===== src/rtl/fpga_dbg_uart_tx.sv =====
// fpga_dbg_uart_tx
//   Byte-oriented debug UART transmitter for the Nexys FPGA top. Bytes are
//   accepted over a valid/ready handshake, buffered in a small FIFO and sent
//   on tx_o as 8N1 frames. Frames go back-to-back while the FIFO has data.
//
//   Optional feature macro: DBG_UART_PARITY_EN
//     defined   : 8E1 frames (even parity bit between data and stop bits)
//     undefined : 8N1 frames
//
// Parameters
//   CLK_FREQ_HZ  clk_i frequency in Hz
//   BAUD_RATE    line rate; bit period DIV = CLK_FREQ_HZ / BAUD_RATE (>= 2)
//   FIFO_DEPTH   byte FIFO entries (power of two, >= 2)
//
// Ports
//   clk_i         clock, all logic on the rising edge
//   rst_i         synchronous active-high reset
//   data_i        byte to transmit
//   valid_i       data_i valid
//   ready_o       FIFO can accept (registered, low while in reset)
//   flush_i       drop all FIFO contents; the frame in flight completes
//   tx_o          serial line, idle high, registered
//   busy_o        frame in progress or FIFO non-empty (registered)
//   fifo_level_o  bytes held in the FIFO, excluding the shift register
module fpga_dbg_uart_tx #(
  parameter int CLK_FREQ_HZ = 10000000,
  parameter int BAUD_RATE   = 115200,
  parameter int FIFO_DEPTH  = 16
) (
  input  logic                          clk_i,
  input  logic                          rst_i,
  input  logic [7:0]                    data_i,
  input  logic                          valid_i,
  output logic                          ready_o,
  input  logic                          flush_i,
  output logic                          tx_o,
  output logic                          busy_o,
  output logic [$clog2(FIFO_DEPTH):0]   fifo_level_o
);

  localparam int DIV = CLK_FREQ_HZ / BAUD_RATE;
  localparam int AW  = $clog2(FIFO_DEPTH);
  localparam int LW  = AW + 1;
  localparam int CW  = $clog2((DIV < 2) ? 2 : DIV);

  if (DIV < 2) begin : g_bad_div
    $error("fpga_dbg_uart_tx: CLK_FREQ_HZ/BAUD_RATE must be >= 2");
  end
  if ((FIFO_DEPTH < 2) || ((FIFO_DEPTH & (FIFO_DEPTH - 1)) != 0)) begin : g_bad_depth
    $error("fpga_dbg_uart_tx: FIFO_DEPTH must be a power of two >= 2");
  end

`ifdef DBG_UART_PARITY_EN
  typedef enum logic [2:0] {
    S_IDLE,
    S_START,
    S_DATA,
    S_PARITY,
    S_STOP
  } state_t;
`else
  typedef enum logic [2:0] {
    S_IDLE,
    S_START,
    S_DATA,
    S_STOP
  } state_t;
`endif

  // FIFO storage and bookkeeping
  logic [7:0]    mem [FIFO_DEPTH];
  logic [AW-1:0] wr_ptr;
  logic [AW-1:0] rd_ptr;
  logic [LW-1:0] level;
  logic [LW-1:0] level_n;
  logic          ready_r;
  logic          busy_r;
  logic          push;
  logic          pop;
  logic          can_pop;
  logic [7:0]    rd_data;

  // Transmit FSM
  state_t        state;
  state_t        state_n;
  logic [CW-1:0] cnt;
  logic [CW-1:0] cnt_n;
  logic [2:0]    bit_cnt;
  logic [2:0]    bit_cnt_n;
  logic [7:0]    shreg;
  logic [7:0]    shreg_n;
  logic          tx_r;
  logic          tx_n;
  logic          bit_last;
`ifdef DBG_UART_PARITY_EN
  logic          par_r;
  logic          par_n;
`endif

  assign ready_o      = ready_r;
  assign busy_o       = busy_r;
  assign tx_o         = tx_r;
  assign fifo_level_o = level;

  assign rd_data  = mem[rd_ptr];
  assign push     = valid_i && ready_r && !flush_i;
  // A flush empties the FIFO at this edge, so nothing may be taken from it.
  assign can_pop  = (level != '0) && !flush_i;
  assign bit_last = (cnt == CW'(DIV - 1));

  // ---------------------------------------------------------------------
  // Next-state / output logic. tx_n is the line value for the state being
  // entered so that tx_o can be a plain register with no output glitches.
  // ---------------------------------------------------------------------
  always_comb begin
    state_n   = state;
    cnt_n     = cnt + CW'(1);
    bit_cnt_n = bit_cnt;
    shreg_n   = shreg;
    tx_n      = tx_r;
    pop       = 1'b0;
`ifdef DBG_UART_PARITY_EN
    par_n     = par_r;
`endif

    unique case (state)
      S_IDLE: begin
        cnt_n = '0;
        tx_n  = 1'b1;
        if (can_pop) begin
          pop     = 1'b1;
          state_n = S_START;
          shreg_n = rd_data;
          tx_n    = 1'b0;
`ifdef DBG_UART_PARITY_EN
          par_n   = ^rd_data;
`endif
        end
      end

      S_START: begin
        tx_n = 1'b0;
        if (bit_last) begin
          state_n   = S_DATA;
          cnt_n     = '0;
          bit_cnt_n = '0;
          tx_n      = shreg[0];
        end
      end

      S_DATA: begin
        tx_n = shreg[0];
        if (bit_last) begin
          cnt_n = '0;
          if (bit_cnt == 3'd7) begin
`ifdef DBG_UART_PARITY_EN
            state_n = S_PARITY;
            tx_n    = par_r;
`else
            state_n = S_STOP;
            tx_n    = 1'b1;
`endif
          end else begin
            bit_cnt_n = bit_cnt + 3'd1;
            shreg_n   = {1'b0, shreg[7:1]};
            tx_n      = shreg[1];
          end
        end
      end

`ifdef DBG_UART_PARITY_EN
      S_PARITY: begin
        tx_n = par_r;
        if (bit_last) begin
          state_n = S_STOP;
          cnt_n   = '0;
          tx_n    = 1'b1;
        end
      end
`endif

      S_STOP: begin
        tx_n = 1'b1;
        if (bit_last) begin
          cnt_n = '0;
          // Back-to-back: the next start bit follows the stop bit directly.
          if (can_pop) begin
            pop     = 1'b1;
            state_n = S_START;
            shreg_n = rd_data;
            tx_n    = 1'b0;
`ifdef DBG_UART_PARITY_EN
            par_n   = ^rd_data;
`endif
          end else begin
            state_n = S_IDLE;
          end
        end
      end

      default: begin
        state_n = S_IDLE;
        cnt_n   = '0;
        tx_n    = 1'b1;
      end
    endcase
  end

  // FIFO level after this edge; registered ready/busy are derived from it so
  // a pop frees a slot on ready_o one cycle later with no combinational path.
  always_comb begin
    level_n = level;
    if (flush_i) begin
      level_n = '0;
    end else begin
      unique case ({push, pop})
        2'b10:   level_n = level + LW'(1);
        2'b01:   level_n = level - LW'(1);
        default: level_n = level;
      endcase
    end
  end

  // ---------------------------------------------------------------------
  // State registers
  // ---------------------------------------------------------------------
  always_ff @(posedge clk_i) begin
    if (rst_i) begin
      state   <= S_IDLE;
      cnt     <= '0;
      bit_cnt <= '0;
      shreg   <= '0;
      tx_r    <= 1'b1;
`ifdef DBG_UART_PARITY_EN
      par_r   <= 1'b0;
`endif
    end else begin
      state   <= state_n;
      cnt     <= cnt_n;
      bit_cnt <= bit_cnt_n;
      shreg   <= shreg_n;
      tx_r    <= tx_n;
`ifdef DBG_UART_PARITY_EN
      par_r   <= par_n;
`endif
    end
  end

  always_ff @(posedge clk_i) begin
    if (rst_i) begin
      wr_ptr  <= '0;
      rd_ptr  <= '0;
      level   <= '0;
      ready_r <= 1'b0;
      busy_r  <= 1'b0;
    end else begin
      if (flush_i) begin
        wr_ptr <= '0;
        rd_ptr <= '0;
      end else begin
        if (push) wr_ptr <= wr_ptr + AW'(1);
        if (pop)  rd_ptr <= rd_ptr + AW'(1);
      end
      level   <= level_n;
      ready_r <= (level_n != LW'(FIFO_DEPTH));
      busy_r  <= (state_n != S_IDLE) || (level_n != '0);
    end
  end

  // Storage has no reset; only entries between the pointers are ever read.
  always_ff @(posedge clk_i) begin
    if (push && !rst_i) mem[wr_ptr] <= data_i;
  end

endmodule


===== config.mk =====
export PLATFORM = sky130hd
export DESIGN_NAME = fpga_dbg_uart_tx
export DESIGN_NICKNAME = d
export VERILOG_FILES = /design/src/rtl/fpga_dbg_uart_tx.sv
export SDC_FILE = /design/constraint.sdc
export NUM_CORES = 1
export LEC_CHECK = 0
export CAP_MARGIN = 10
export CELL_PAD_IN_SITES_DETAIL_PLACEMENT = 0
export CELL_PAD_IN_SITES_GLOBAL_PLACEMENT = 1
export CORE_ASPECT_RATIO = 0.7
export CORE_UTILIZATION = 48
export DETAILED_ROUTE_END_ITERATION = 16
export DONT_BUFFER_PORTS = 1
export PLACE_DENSITY = 0.77
export SLEW_MARGIN = 20
export SYNTH_ARGS = -nofsm -noshare
export SYNTH_HDL_FRONTEND = slang
export SYNTH_SLANG_ARGS = --single-unit

===== constraint.sdc =====
create_clock -name clk_i -period 2.8 [get_ports clk_i]
set_clock_uncertainty 0.1 [all_clocks]
set_input_delay 0.56 -clock clk_i [delete_from_list [all_inputs] [get_ports clk_i]]
set_output_delay 0.56 -clock clk_i [all_outputs]
set_load 0.05 [all_outputs]

# After elaboration in Yosys (flattened, before gate mapping)
# Memories as Yosys holds them, arrays and structs flattened. A register that Yosys moved wholly into a read port is not among the register bits.
# Cells that the tools add are included.
[totals] ff_bits=37 latchBits=0 ramBits=128 mem_bits_ro=0 inputBits=12 output_inout_bits=8 elab_cells=79 n_memories=1
[memory_table] name="mem" words=16 width=8 rd=1 rd_ports_with_merged_regs=1 write_ports=1 line_no="71" source="logic [7:0] mem [FIFO_DEPTH];"
[op_classes] add_sub_neg=6 mul=0 div=0 magnitude_cmp=0 n_eq_ne=12 shift=0 muxes=31 n_bitwise=1 n_reduce_logical=18
[op_table] cell="$mux 8" n=4
[op_table] cell="$mux 3" n=8
[op_table] cell="$pmux 8 s3" n=1
[op_table] cell="$pmux 3 s4" n=1
[op_table] cell="$mux 1" n=10
[op_table] cell="$pmux 5 s2" n=1
[op_table] cell="$reduce_bool 5->1" n=2
[op_table] cell="$add 4x1->4 const B" n=2
[op_table] cell="$mux 4" n=2
[op_table] cell="$ne 2x2->1 const B" n=4
[op_table] cell="$reduce_and 4->1" n=2
[op_table] cell="$add 7x1->7 const B" n=1
[op_table] cell="$eq 7x7->1 const B" n=1
[op_table] cell="$eq 3x2->1 const B" n=2
[op_table] cell="$pmux 3 s2" n=1
[op_table] cell="$reduce_bool 3->1" n=2
[op_table] cell="$reduce_or 3->1" n=2
[op_table] cell="$add 5x1->5 const B" n=1
[op_table] cell="$mux 5" n=1
[op_table] cell="$ne 5x5->1 const B" n=1
[op_table] cell="$sub 5x1->5 const B" n=1
[op_table] cell="$logic_and 1x1->1" n=4
[op_table] cell="$pmux 1 s4" n=1
[op_table] cell="$add 3x1->3 const B" n=1
[op_table] cell="11 further kinds" n=12

# Longest topological paths before layout
# Gate-level depths: netlist of the first run.
[logic_depth] depth_word=10 mapped_depth=14 mapped_depth_nobuf=13

# Worst setup path after synthesis of the first run
# Ideal clock, no wire load.
[synth_timing] path_type="flip-flop to flip-flop" startpoint="register level[1] (netlist: fifo_level_o[1])" endpoint="register ready_r (netlist: ready_o)" setup_ps=132 t_arrival_ps=3186 t_required_ps=2568 slack_ps=-617 path_stages_with_launch=14 path_buffers=2 period_less_slack_ps=3417 path_cell_list="dfxtp_1 buf_2 nor2_1 a21oi_1 nor3b_4 ha_1 buf_2 xor2_1 ha_1 nor2b_1 o32a_1 a31oi_1 xor2_1 a31oi_1"
[synth_via] elab_chain_len=9 word_cells_on_any_way=12 classes_between="add/sub (2); eq/ne (3); mux (5); reduce/logical (2)"
[synth_rtl] element="start: declaration" line_no="74" source="logic [LW-1:0] level;"
[synth_rtl] element="start signal: assignment" line_no="264" source="level <= level_n;"
[synth_rtl] element="$reduce_bool 5->1" line_no="108" source="assign can_pop = (level != '0) && !flush_i;"
[synth_rtl] element="$logic_and 1x1->1" line_no="108"
[synth_rtl] element="$mux 1" line_no="130, 187"
[synth_rtl] element="$mux 1" line_no="184" source="if (bit_last) begin"
[synth_rtl] element="$pmux 1 s2" line_no="126" source="unique case (state)"
[synth_rtl] element="$eq 2x1->1 or $eq 2x2->1 (tied branches)" line_no="216" source="unique case ({push, pop})"
[synth_rtl] element="$pmux 5 s2 (*)" line_no="216"
[synth_rtl] element="$mux 5 (*)" line_no="213" source="if (flush_i) begin"
[synth_rtl] element="$ne 5x5->1 (*)" line_no="265" source="ready_r <= (level_n != LW'(FIFO_DEPTH));"
[synth_rtl] element="end signal: assignment" line_no="265"
[synth_rtl] element="end: declaration" line_no="76" source="logic ready_r;"
# Every way passes the cells marked *; elsewhere a longest branch is shown, timed or not.
# A chain may end at the register's enable or synchronous reset.

# Final worst setup path of the first run
[layout_timing] startpoint="register cnt[1]" endpoint="register ready_r (netlist: ready_o)"
[layout_via] elab_chain_len=7 word_cells_on_any_way=8 classes_between="eq/ne (4); mux (4)"
[layout_rtl] element="start: declaration" line_no="86" source="logic [CW-1:0] cnt;"
[layout_rtl] element="start signal: assignment" line_no="239" source="cnt <= cnt_n;"
[layout_rtl] element="$eq 7x7->1 (*)" line_no="109" source="assign bit_last = (cnt == CW'(DIV - 1));"
[layout_rtl] element="$mux 1 (*)" line_no="184"
[layout_rtl] element="$pmux 1 s2 (*)" line_no="126"
[layout_rtl] element="$eq 2x1->1 or $eq 2x2->1 (tied branches)" line_no="216"
[layout_rtl] element="$pmux 5 s2 (*)" line_no="216"
[layout_rtl] element="$mux 5 (*)" line_no="213"
[layout_rtl] element="$ne 5x5->1 (*)" line_no="265"
# Marks and branches as above.

==> results of run 1 <==
## state kept, by name (all words and copies together) (netlist names), 3 cells and up, named ones only
signal / flops
fifo_level_o: 5
wr_ptr: 4
mem: 128
state: 3
cnt: 7
bit_cnt: 3
rd_ptr: 4
shreg: 8
## worst max path at each step
stage                 from      end  slack [ps]  depth (start not counted)
floorplan           cnt[1]  ready_o         -80                         14
global placement    cnt[1]  ready_o         -40                         13
detailed placement  cnt[1]  ready_o        -110                         13
CTS                 cnt[1]   busy_o         -20                         13
global route        cnt[1]  ready_o        -180                         14
finish              cnt[1]  ready_o         -50                         14
## area by class of cell
cell class,instances,area [µm²],area share
inverter,10,37.5,0.00454
tap,190,238,0.0287
multi-input combinational,254,2280,0.276
timing repair buffer,56,437,0.0528
clock buffer,18,429,0.0519
sequential,169,4680,0.566
clock inverter,14,161,0.0195
## logic make-up (layout without fill, tap and decap cells)
| logic type | count (synthesis) | in the layout |
|---|---|---|
| compound gates | 57 | 57 |
| xor+xnor | 14 | 14 |
| fa+ha+maj | 12 | 12 |
| buf+inv | 37 | 98 |
| flops | 169 | 169 |
| mux | 40 | 40 |
| other cells | 1 | 1 |
| simple gates | 130 | 130 |
## power by group through the flow
stage / combinational [mW] / clock (mW) / sequential [mW]
after floorplan: 0.0474 / 0 / 2.76
after global placement: 0.0679 / 0 / 2.76
after detailed placement: 0.0690 / 0 / 2.76
after CTS: 0.0700 / 2.36 / 2.70
after global routing: 0.0770 / 2.47 / 2.70
final: 0.0711 / 2.33 / 2.70
## per-layer routing
layer  GRT usage  wire length (µm)  up-vias
met5           0                 0        -
met4      0.0721               194        0
met3      0.0377               886       17
met2       0.312              6520      117
met1       0.300              6820     2115
li1            -                 -     1885
## cells in the mapped netlist, types with 8 or more instances
cell type	count	share of area
clkbuf_1	14	0.0075
mux4_2	33	0.11
dfxtp_1	41	0.12
edfxtp_1	128	0.55
nand2_1	21	0.011
buf_2	8	0.0057
o221ai_1	8	0.010
a211o_1	8	0.010
nor4b_1	8	0.010
nor2_1	48	0.026
nor4_1	9	0.0080
ha_1	12	0.021
inv_1	10	0.0053
nor3_1	8	0.0057
## what timing repair did
action                                  4_1_cts  5_1_grt
buffers inserted                             10        3
endpoints found under the setup margin        2       10
pin swaps                                     2        3
resized for setup                             4        4
## critical path, delay by kind of cell, from the launching register on
family                   cells  cell delay (ps)
flip-flops                   1              320
XOR/XNOR                     2              320
buffers and inverters        2              160
AND/OR/NAND/NOR              2              340
adder cells (fa/ha/maj)      3              620
AO/OA/AOI/OAI                5              830
==> results.toml, run 1 <==
[cells_and_area]
fin_util = 0.587
final_cell_area_um2 = 8270
n_antenna_cell = 0
layout-drive-gt1-share = 0.282
final_common_cell = "edfxtp_1"
area_growth_pct = 17.6
fillers = 1061
nets = 532
finalNonFillerCells = 711
final_cell_mix = "edfxtp_1, buf_4, nor2_1, mux4_2, dfxtp_1"

[run]
maxCapViolations = 0

[route]
drt-total-wl_mm = 14.4
wl_per_cell_um = 20.3
dr.pass1.iters = 5
first_iter_violations = 312
drc = 0
num_vias = 4134
ant_nets = 0
viasPerCell = 5.81

[timing]
fin_ws_ps = -46.3
tightestPinTransition_ps = 768
setup_violations = 2
period_share = 1.02
rsz0062_at_grt = "true"
finalHoldViolCount = 0
slew_violations = 0
setup_tns_ps = -50.5
period_needed_ps = 2850
hold_slack_ps = 104
fmax_ghz = 0.351
relSlewSlack = 0.484

[die]
start_util = 0.499
io_pins = 20
fp-row-count = 36
core_area_um2 = 14100
fp.dieW_um = 147
die_area_um2 = 15200
die_h_um = 103

[logic_synthesis]
ys_seq_area_frac = 0.663
synth_top_flop_cell = "edfxtp_1"
async_flop_share = 0
synth-simple-area-share = 0.0971
synth-edff-count = 128
synth-compound-area-share = 0.0619
synth_nets = 484
synth_xor_area_frac = 0.0174
syn_inst = 460
synth.distinct_cells = 57
synthAdderAreaFrac = 0.0213
synth_top_family_by_area = "multiplexers"
synth_mux_area_frac = 0.116
ys_warn_count = 0
ys_ff_latch = 169
syn_area_um2 = 7030
syn_area_per_cell_um2 = 15.3

[power]
p_total_mw = 5.10
sw_frac_of_total = 0.204
irDropWorstVdd_mv = 0.394
power_density_nw_per_um2 = 617
power_leakage_nw = 2.73
p_clk_frac = 0.456
comb_power_share = 0.014
p_switching_mw = 1.04
p_seq_frac = 0.530
p_int_mw = 4.06

[placed_design]
placed_cells = 666
gp_congestion = 0.815
hpwl_mm = 9.90
dpl_worst_slack_ps = -114
port_buffers = 0
placed_area_um2 = 7550

[setup_path]
r2r-end = "ready_o"
path_class = "flip-flop to flip-flop"
cp-start-kind = "flip-flop"
worstPathArrival_ps = 3040
critPathRequiredTime_ps = 2990
r2r_slack_ps = -50
crit_path_end_kind = "flip-flop"
worstPathCellList = "inv_2 > ha_4 > nand3b_1 > o31a_1 > nor3b_4 > ha_2 > xor2_1 > ha_2 > buf_6 > a21oi_2 > o32a_1 > a31oi_1 > xor2_1 > a31oi_1"
reg2reg_depth = 14
r2r_start = "cnt[1]"
crit_fanout = 4
critical-path-max-stage-delay_ps = 320
critPathSlowestCell = "dfxtp_2"

[global_route]
overflow = 0
grt_pass1_vias = 4032
antenna_found_initial = 0
grt_usage = 0.205
grt_max_degree = 27
grt_first_pass_wirelength_mm = 22.7

[min_path]
min_from = "rst_i"
min-delay-path-class = "primary input to flip-flop"
min_path_cells = 1
hold_end = "ready_o"

[status]
status = "finished, violations left"
violations = "negative setup slack"

[cts]
clk_pin_slew_ps = 70
root_buffer = "clkbuf_16"
clkLatencyLatePin_ps = 420
cts_buffers = 17
clockBufferDepth = 2
cts_tree = "yes"
cts_hold_buf = 0
htreeDepth = 4
clock-sinks = 169
Note: power is estimated with default switching activity, not from simulation.
==> run 2: changes to the inputs <==
CORE_ASPECT_RATIO = default   (was 0.7)
GPL_TIMING_DRIVEN = 0   (was default)
==> run 2 against run 1 <==
Count of clock-buffer cells in the layout shrank 1; clock power grew 2%; flip-flop and latch count is the same; first-iteration DRC count grew 45%; worst setup slack lost 120 ps; the run still ends with negative setup slack left; wire length shrank 2.5%; sequential share of layout area grew 1.4 points; utilization shrank 1.3 points; sequential power is essentially flat; fmax shrank 4.0%.
==> results.toml, run 2 (synthesis results as in run 1) <==
[die]
start_util = 0.499
core_area_um2 = 14100
io_pins = 20
fp-row-count = 43
die_area_um2 = 15100
fp.dieW_um = 123
die_h_um = 123

[placed_design]
port_buffers = 0
gp_congestion = 0.830
dpl_worst_slack_ps = -667
hpwl_mm = 9.41

[power]
power_leakage_nw = 2.58
power_density_nw_per_um2 = 637
irDropWorstVdd_mv = 0.548
p_total_mw = 5.15

[route]
viasPerCell = 5.83
first_iter_violations = 451
ant_nets = 0
drt-total-wl_mm = 14.1
num_vias = 3963
dr.pass1.iters = 5
drc = 0
wl_per_cell_um = 20.7

[cells_and_area]
largest_reg_flops = 128
layout-drive-gt1-share = 0.236
area_growth_pct = 14.9
final_common_cell = "edfxtp_1"
reg_top3 = "mem: 128 flops, shreg: 8 flops, cnt: 7 flops"
final_cell_mix = "edfxtp_1, nor2_1, mux4_2, dfxtp_1, nand2_1"
nets = 512
top_register = "mem"
fin_util = 0.573
n_antenna_cell = 0

[cts]
clock-sinks = 169
clockBufferDepth = 2
cts_hold_buf = 0
clkLatencyLatePin_ps = 430
root_buffer = "clkbuf_16"
htreeDepth = 4
clk_pin_slew_ps = 60
cts_tree = "yes"
cts_buffers = 17

[timing]
tightestPinTransition_ps = 864
fmax_ghz = 0.337
setup_violations = 2
fin_ws_ps = -165
relSlewSlack = 0.419
period_needed_ps = 2970
rsz0062_at_grt = "true"
period_share = 1.06
slew_violations = 0
finalHoldViolCount = 0

[global_route]
overflow = 0
grt_first_pass_wirelength_mm = 22.0
grt_max_degree = 17
antenna_found_initial = 0
grt_usage = 0.205
grt_pass1_vias = 4003

[setup_path]
path_class = "flip-flop to flip-flop"
crit_fanout = 3
critical-path-max-stage-delay_ps = 450
critPathRequiredTime_ps = 2980
worstPathCellList = "inv_2 > ha_4 > nand3b_1 > o31a_1 > nor3b_4 > ha_4 > buf_4 > or4b_1 > or2_1 > a31oi_1 > xor2_1 > a31oi_1"
crit_path_end_kind = "flip-flop"
critPathSlowestCell = "or4b_1"
cp-start-kind = "flip-flop"
worstPathArrival_ps = 3150

[run]
maxCapViolations = 0

[status]
status = "finished, violations left"
violations = "negative setup slack"

[min_path]
min-delay-path-class = "primary input to flip-flop"
## run 2: cell types whose count changed in the layout (fill, tap and decap cells not counted), sizes merged
cell,delta
clkbuf,+13
clkinv,+1
clkinvlp,+1
buf,-34
bufinv,+1
inv,-3
## run 2: through the flow
step	setup TNS [ps]	instances	hold WS, ps	instance area, µm²
2_1_floorplan	-164	460	313	7110
3_3_place_gp	-6780	640	321	7340
3_5_place_dp	-1630	640	339	7360
4_1_cts	-490	677	111	8030
5_1_grt	-745	680	107	8080
6_report	-300	680	126	8080
## run 2: cell type report
cell class	count	area (µm²)
fillers	1095	6010
repair buffers	10	75.1
plain buffers	26	138
clock inverters	14	171
inverters	10	37.5
multi-input cells	254	2320
clock buffers	17	425
well taps	180	225
flip-flops and latches	169	4690
## run 2: path summary, 6_finish.rpt
check / start / endpoint / slack (ps) / depth (start not counted)
setup / recovery: cnt[1] / ready_o / -170 / 12
hold / removal: data_i[7] / mem[14][7] / 130 / 0
setup reg to reg: cnt[1] / ready_o / -170 / 12
hold reg to reg: shreg[4] / shreg[4] / 370 / 1
## run 2: critical path: cells and delay by family, from the launching register on
family | cells | cell delay (ps)
AO/OA/AOI/OAI | 3 | 640
flip-flops | 1 | 320
buffers and inverters | 2 | 170
XOR/XNOR | 1 | 170
adder cells (fa/ha/maj) | 2 | 330
AND/OR/NAND/NOR | 4 | 1100
## run 2: metal layers
| metal | global-route usage | wire, µm |
|---|---|---|
| met5 | 0 | 0 |
| met4 | 0.0776 | 199 |
| met3 | 0.0521 | 658 |
| met2 | 0.328 | 6930 |
| met1 | 0.272 | 6270 |
## run 2: what timing repair did
action | 4_1_cts | 5_1_grt
cloned | 0 | 0
gates resized for setup | 9 | 11
endpoints found under the setup margin | 4 | 5
setup buffers | 6 | 4
endpoints found under the hold margin | 0 | 0
pin swaps | 6 | 7
## run 2: where the power goes
part	total (mW)	internal (mW)	switching (mW)
logic	0.0694	0.0269	0.0425
clock network	2.38	1.40	0.972
registers	2.71	2.69	0.0120
==> run 3: changes to the inputs <==
RECOVER_POWER = 100   (was default)
==> results of run 3 <==
Same layout as run 2: the final DEF is identical, and so are final timing and power.
==> RTL edit: new RTL, config.mk and constraints of run 3 <==
Build with the macro `DBG_UART_PARITY_EN` defined.
--- a/src/rtl/fpga_dbg_uart_tx.sv
+++ b/src/rtl/fpga_dbg_uart_tx.sv
@@ -23,4 +23,6 @@
 //   busy_o        frame in progress or FIFO non-empty (registered)
 //   fifo_level_o  bytes held in the FIFO, excluding the shift register
+`define DBG_UART_PARITY_EN
+
 module fpga_dbg_uart_tx #(
   parameter int CLK_FREQ_HZ = 10000000,
Function: no difference found for any inputs over 10 cycles, from zero or initial values and one cycle with rst_i high; that may be too few to reach the edited logic, so the function may still have changed.
==> RTL edit against run 3 <==
- critical path type unchanged
- highest routed layer unchanged
- power increased by 1.9%
- area after synthesis decreased by 0.34%
- largest power group unchanged
- design area decreased by 0.57%
- worst setup slack improved by 47 ps
- critical path depth increased by 1
- wire length decreased by 3.1%
- sequential cell count increased by 1
- the flow still finishes with violations (setup timing)
==> RTL edit: results (changes against run 3) <==
[run_status]
outcome = complete, but fails checks
violations = setup timing

[layout]
final_nets = 509  ; -0.59%
drive_gt1_share_pct = 19.92  ; -3.7 points
fill_cells = 1089  ; -0.55%

[logic_synthesis]
synth_cell_type_count = 42  ; -26%
ys_top_cells_by_count = edfxtp_1 (128), nor2_1 (59), dfxtp_1 (42), nand2_1 (24), mux4_2 (22)
ys_seq_area_share_pct = 66.82  ; +0.51 points
synth_area_leaders = edfxtp_1 (55%), dfxtp_1 (12%), mux4_2 (7.1%)
syn_nets = 483  ; -0.21%

[sta]
relSlewSlack_pct = 32.13  ; -9.8 points
totalNegativeSetupSlack_ps = -118.0  ; +182.0 ps
setup_ws_ps = -118.0  ; +47.08 ps
setup_viol = 1  ; -1

[detailed_routing]
wl_met1_mm = 5.948  ; -5.1%
wl_met2_mm = 6.678  ; -3.7%
drtIter0Drc = 265  ; -41%
vias_per_cell = 5.693  ; -2.3%
firstDrtPassIters = 5  ; unchanged
dr_wl_met3_um = 700  ; +6.4%
post_drt_wl_per_cell_um = 20.12  ; -2.7%

[global_routing]
track_usage_pct = 20.23  ; -0.31 points
grt_pass1_wl_mm = 21.31  ; -2.9%

[critical_path]
reg2reg_depth = 13  ; +1
crit_slowest_cell = dfxtp_4
r2r_start = fifo_level_o[2]
r2r_end = busy_o

[clock_tree]
clk_latency_ps = 430  ; about the same

[min_path]
holdPathStages = 1  ; +1
holdPathEnd = fifo_level_o[4]
hold_start = flush_i

[place]
gp_congestion = 0.7935  ; -4.4%
pre_cts_ws_ps = -533.0  ; +133.5 ps
dp_hpwl_mm = 8.835  ; -6.1%

[power_and_ir_drop]
sw_frac_of_total_pct = 20.34  ; +0.40 points
irDropWorstVdd_uv = 994.0  ; +81%

## RTL edit: worst register-to-register path, delay by kind of cell (launching register included)
kind	cells	cell delay, ps
xor gates and xnor gates	1	220
buffers and inverters	1	140
DFF	1	410
AOI/OAI and AO/OA	6	1040
and+or+nand+nor	4	710
adders and majority gates	1	180
## RTL edit: final cells by class
type,instances,area [sq um],share of cell area (%)
clock buffer,18,429.2,5.341
buffer,24,136.4,1.697
multi-input combinational,255,2247,27.97
timing repair buffer,10,78.83,0.9810
inverter,7,26.28,0.3270
clock inverter,13,181.4,2.258
sequential,170,4711,58.63
tap,180,225.2,2.803
## RTL edit: cells by family (layout without fill, tap and decap cells)
family / after synthesis / count (layout) / synth area share, %
buffers and inverters: 34 / 72 / 2.320
adder cells (fa/ha/maj): 12 / 12 / 2.142
multiplexers: 43 / 43 / 12.40
AND/OR/NAND/NOR: 120 / 120 / 7.657
XOR/XNOR: 25 / 25 / 3.123
AO/OA/AOI/OAI: 55 / 55 / 5.533
flip-flops: 170 / 170 / 66.82
## RTL edit: power by group through the flow
stage / combinational (mW) / clock (mW) / sequential, mW
after global routing: 0.101 / 2.57 / 2.73
after global placement: 0.0861 / 0 / 2.79
after CTS: 0.0906 / 2.46 / 2.73
after detailed placement: 0.0877 / 0 / 2.79
final: 0.0904 / 2.43 / 2.73
after floorplan: 0.0703 / 0 / 2.79
## RTL edit: per-layer routing
metal  vias to the layer above  GRT usage, %
met4                         0         7.622
met2                       101         32.72
met5                         -             0
met3                        26         6.041
li1                       1807             -
met1                      1920         25.67
## RTL edit: through the flow
step	std cells	total power, mW	instance area [sq um]	hold WS [ps]
3_3_place_gp	639	2.874	7307	343.2
2_1_floorplan	459	2.856	7082	329.5
6_report	677	5.250	8035	88.32
3_5_place_dp	639	2.876	7327	364.9
4_1_cts	677	5.287	7993	90.80
5_1_grt	677	5.399	8035	69.54
## RTL edit: worst max-delay path by stage
stage	depth (start not counted)	slack, ps	endpoint	start
final	13	-120	busy_o	fifo_level_o[2]
after global routing	13	-230	busy_o	fifo_level_o[2]
after detailed placement	14	-530	busy_o	ready_o
after floorplan	17	-290	busy_o	fifo_level_o[2]
after CTS	16	-290	busy_o	fifo_level_o[2]
after global placement	16	-500	busy_o	cnt[2]
## RTL edit: timing repair
action	CTS	global route
endpoints found under the setup margin	5	4
buffers inserted	8	2
resized for setup	5	13
pin swaps	11	12
hold buffers	0	0
